File: config.mk
export PLATFORM = sky130hd
export DESIGN_NAME = nano_boot_loader
export DESIGN_NICKNAME = d
export VERILOG_FILES = /design/src/rtl/nano_boot_loader.sv
export SDC_FILE = /design/constraint.sdc
export NUM_CORES = 1
export LEC_CHECK = 0
export BUFFER_PORTS_ARGS = -buffer_cell sky130_fd_sc_hd__buf_2
export CORE_UTILIZATION = 43
export DETAILED_ROUTE_END_ITERATION = 6
export GPL_TIMING_DRIVEN = 1
export PLACE_DENSITY = 0.94
export SLEW_MARGIN = 25
export SYNTH_ARGS = -nofsm -noshare
export SYNTH_HDL_FRONTEND = slang
export SYNTH_SLANG_ARGS = --single-unit
File: constraint.sdc
create_clock -name ck -period 3.94 [get_ports ck]
set_input_delay 0.394 -clock ck [delete_from_list [all_inputs] [get_ports ck]]
set_output_delay 0.394 -clock ck [all_outputs]
set_load 0.005 [all_outputs]
File: src/rtl/nano_boot_loader.sv
// Boot loader: clears program memory, streams a program into it, then
// releases the CPU from reset and hands it the memory bus.
module nano_boot_loader #(
  parameter int unsigned ADDR_W = 8,
  parameter int unsigned DATA_W = 16
) (
  input  logic              ck,
  input  logic              rst,
  input  logic              start_load,
  input  logic              in_valid,
  output logic              in_ready,
  input  logic [DATA_W-1:0] in_data,
  input  logic              in_last,
  input  logic [ADDR_W-1:0] cpu_address,
  input  logic [DATA_W-1:0] cpu_dataW,
  input  logic              cpu_ce,
  input  logic              cpu_we,
  output logic [DATA_W-1:0] cpu_dataR,
  output logic              cpu_rst,
  output logic [ADDR_W-1:0] address,
  output logic [DATA_W-1:0] dataW,
  output logic              ce,
  output logic              we,
  input  logic [DATA_W-1:0] dataR,
  output logic              busy,
  output logic              done,
  output logic              overflow,
  output logic [ADDR_W:0]   word_count
);

  localparam int unsigned       PTR_W    = ADDR_W + 1;
  localparam logic [ADDR_W-1:0] TOP_ADDR = '1;

  typedef enum logic [2:0] {
    S_IDLE,
    S_CLEAR,
    S_LOAD,
    S_RELEASE,
    S_RUN
  } state_e;

  state_e           state_q, state_d;
  logic [PTR_W-1:0] ptr_q, ptr_d;
  logic [PTR_W-1:0] wcnt_q, wcnt_d;
  logic             ovf_q, ovf_d;
  logic             cpu_rst_q, cpu_rst_d;
  logic             at_top;

  assign at_top = (ptr_q[ADDR_W-1:0] == TOP_ADDR);

  // State and bookkeeping registers
  always_ff @(posedge ck or negedge rst) begin
    if (!rst) begin
      state_q   <= S_IDLE;
      ptr_q     <= '0;
      wcnt_q    <= '0;
      ovf_q     <= 1'b0;
      cpu_rst_q <= 1'b1;
    end else begin
      state_q   <= state_d;
      ptr_q     <= ptr_d;
      wcnt_q    <= wcnt_d;
      ovf_q     <= ovf_d;
      cpu_rst_q <= cpu_rst_d;
    end
  end

  // Next-state logic and memory bus steering
  always_comb begin
    state_d   = state_q;
    ptr_d     = ptr_q;
    wcnt_d    = wcnt_q;
    ovf_d     = ovf_q;
    address   = '0;
    dataW     = '0;
    ce        = 1'b0;
    we        = 1'b0;
    in_ready  = 1'b0;
    cpu_dataR = '0;

    unique case (state_q)
      S_IDLE: begin
        if (start_load) begin
          state_d = S_CLEAR;
          ptr_d   = '0;
          wcnt_d  = '0;
          ovf_d   = 1'b0;
        end
      end

      S_CLEAR: begin
        ce      = 1'b1;
        we      = 1'b1;
        address = ptr_q[ADDR_W-1:0];
        ptr_d   = ptr_q + PTR_W'(1);
        if (at_top) begin
          state_d = S_LOAD;
          ptr_d   = '0;
        end
      end

      S_LOAD: begin
        in_ready = 1'b1;
        if (in_valid) begin
          ce      = 1'b1;
          we      = 1'b1;
          address = ptr_q[ADDR_W-1:0];
          dataW   = in_data;
          ptr_d   = ptr_q + PTR_W'(1);
          wcnt_d  = wcnt_q + PTR_W'(1);
          if (in_last || at_top) begin
            state_d = S_RELEASE;
          end
          // Memory full before the stream ended: the remainder is dropped
          if (at_top && !in_last) begin
            ovf_d = 1'b1;
          end
        end
      end

      S_RELEASE: begin
        state_d = S_RUN;
      end

      S_RUN: begin
        address   = cpu_address;
        dataW     = cpu_dataW;
        ce        = cpu_ce;
        we        = cpu_we;
        cpu_dataR = dataR;
        if (start_load) begin
          state_d = S_CLEAR;
          ptr_d   = '0;
          wcnt_d  = '0;
          ovf_d   = 1'b0;
        end
      end

      default: begin
        state_d = S_IDLE;
      end
    endcase

    cpu_rst_d = (state_d != S_RUN);
  end

  assign cpu_rst    = cpu_rst_q;
  assign busy       = (state_q == S_CLEAR) || (state_q == S_LOAD);
  assign done       = (state_q == S_RUN);
  assign overflow   = ovf_q;
  assign word_count = wcnt_q;

endmodule

==> flow_summary.yaml <==
status:
  outcome: "finished with violations"
  violations: "negative hold slack"
clocking:
  cts_buffers: 3
  root_buffer: "clkbuf_4"
  cts_hold_buf: 0
  htreeDepth: 1
  clkTransAtPathRegs_ps: 130
  cts_num_sinks: 22
  clock_latency_ps: 330
  post_cts_buffers: 0
  ctsResizeCount: 0
  cts_tree: "built"
  clockBufferDepth: 2
drt:
  drc_errors: 0
  avgRoutedWirePerCell_um: 13.3
  dr.pass1.iters: 4
  vias: 1797
  finalWirelength_um: 4360
  viasPerCell: 5.46
  first_iter_violations: 51
  drtAntennaViolNets: 0
logic_synthesis:
  synth_simple_gate_area_frac: 0.274
  synth_top_area_share: 0.341
  syn_inst: 173
  synth.area.mux_share: 0.00731
  synth_top_family_by_area: "simple AND/OR/NAND/NOR gates"
  synthTopCellsByArea: "dfrtp_1, a22o_1, and3_1"
  synth_nets: 238
  synth_compound_area_frac: 0.258
  ys_types: 40
  synth_warnings: 0
  synthAdderAreaFrac: 0.0162
  yosysTopAreaCell: "dfrtp_1"
  synth-xor-area-share: 0.0284
  syn_area_um2: 1540
  ys_seq_area_frac: 0.358
  synth.ff_latch_count: 22
  avgSynthCellArea_um2: 8.90
sta:
  fin_crit_sh: 0.702
  setup_ws_ps: 1180
  slew_violations: 0
  timing.slew.headroom: 0.414
  max_freq_mhz: 362
  hold-worst-slack_ps: -0.592
  finalHoldViolations: 1
  rsz0062_at_grt: "no"
  skew_ps: 8.51
  fin_crit_ps: 2760
  worstMarginPinSlew_ps: 879
  setup_viol: 0
  setup-tns-final_ps: 0
placement:
  place_ws_ps: 1550
  port_buffers: 118
  gp_congestion: 0.862
  dpl.hpwl_um: 3380
cells_and_area:
  fin_nets: 349
  final_cell_mix: "buf_2, a22o_1, dfrtp_1"
  drive_gt1_frac: 0.466
  area_delta_synth_final_pct: 41.7
  layout_commonest_cell: "buf_2"
  antenna_cells: 0
grt:
  antenna_found_initial: 0
  grt.total_usage: 0.233
  overflow: 0
  grt_max_degree: 31
  grt_pass1_wl_um: 6310
  grt_pass1_vias: 1466
worst_setup_path:
  crit_family: "simple AND/OR/NAND/NOR gates"
  cp_data_arrival_time_ps: 2370
  critPathBufInv: 1
  crit_chain: "and4bb_2 > or2_2 > a22o_1 > buf_2"
  critical_path.max_stage_delay_ps: 780
  required_ps: 3550
  regToRegSetupSlack_ps: 1690
  cpMaxStageDelayCell: "and4bb_2"
  endpoint_kind: "output pin"
  timing.rr.start: "state_q[2]"
  r2r_end: "ptr_q[5]"
  crit_type: "register to output pin"
  path_max_fanout: 30
  critPathLaunchType: "register"
  reg2reg_depth: 4
floorplanning:
  num_io_pins: 119
  dieArea_um2: 3830
  core-area_um2: 3390
  chipHeight_um: 61.9
  die_x_um: 61.9
  start_util: 0.454
  num_rows: 21
power_and_ir_drop:
  p_leak_nw: 1.29
  irDropWorstVdd_mv: 0.211
  power_density_nw_per_um2: 456
run:
  cap_violations: 0
hold_path:
  worst_hold_path_type: "primary input to asynchronous set/reset pin"
-- worst reg2reg max path: stages (launching register included) --
cell and delay [ps]:
dfrtp_1 600, and4bb_2 780, or2_2 380, o22ai_1 140, a22o_1 250
-- metal layers --
metal  vias up  part of all wire  GRT usage
li1        876                 -          -
met1       803              0.38      0.259
met2       113              0.51      0.429
met3         5             0.092     0.0373
met4         0             0.018      0.117
met5         -                 0          0
-- worst max path at each step --
stage | from | to | slack (ps) | cells past startpoint
2_1_floorplan | state_q[1] | address[0] | 2170 | 5
3_3_place_gp | state_q[2] | address[6] | 1620 | 4
3_5_place_dp | state_q[2] | address[0] | 1550 | 4
4_1_cts | state_q[2] | address[0] | 1160 | 4
5_1_grt | state_q[2] | address[6] | 1010 | 4
6_report | state_q[2] | address[0] | 1180 | 4
-- flip-flops by register name, indices dropped and copies added (netlist names) --
signal / flops
ptr_q: 8
word_count: 9
cpu_rst: 1
state_q: 3
overflow: 1
-- per-stage QoR --
stage,instance area (µm²),total power [mW],hold WS [ps],std cells,utilization
after floorplan,1540,0.646,98.4,173,-
after CTS,2180,0.999,11.9,329,0.644
final,2180,0.994,-0.592,329,0.644
after global placement,2130,0.797,378,325,0.628
after detailed placement,2130,0.811,384,325,0.628
after global routing,2180,1.08,30.7,329,0.644
-- cell families after synthesis --
logic type / Yosys count
adder cells (fa/ha/maj): 2
AO/OA/AOI/OAI: 49
AND/OR/NAND/NOR: 76
buffers and inverters: 18
flip-flops: 22
XOR/XNOR: 5
multiplexers: 1
-- area by class of cell --
type / count / area [µm²]
Fill cell: 274 / 1210
Multi-Input combinational cell: 133 / 900
Timing Repair Buffer: 120 / 606
Sequential cell: 22 / 552
Tap cell: 46 / 57.6
Clock inverter: 1 / 30.0
Clock buffer: 3 / 22.5
Inverter: 4 / 15.0
-- synthesized netlist by cell type, drive strengths merged --
master  number
a211o        1
a21o         1
a22o        26
a31oi        3
a32oi        1
a41o         1
a41oi        2
and2         2
and3        18
and4         2
and4bb       1
buf          9
clkbuf       5
dfrtp       21
dfstp        1
ha           2
inv          4
mux2         1
nand2       17
nand3        7
nand4        3
nor2        14
nor2b        3
nor3         1
nor3b        2
nor4         1
o211ai       3
o21ai        5
o22ai        2
o31ai        3
o32ai        1
or2          2
or3          1
or4          2
xnor2        1
xor2         4
-- power by group --
part	internal [mW]	switching [mW]
Sequential	0.274	0.0785
Combinational	0.225	0.238
Clock	0.103	0.0760
(Power assumes the default switching activity.)
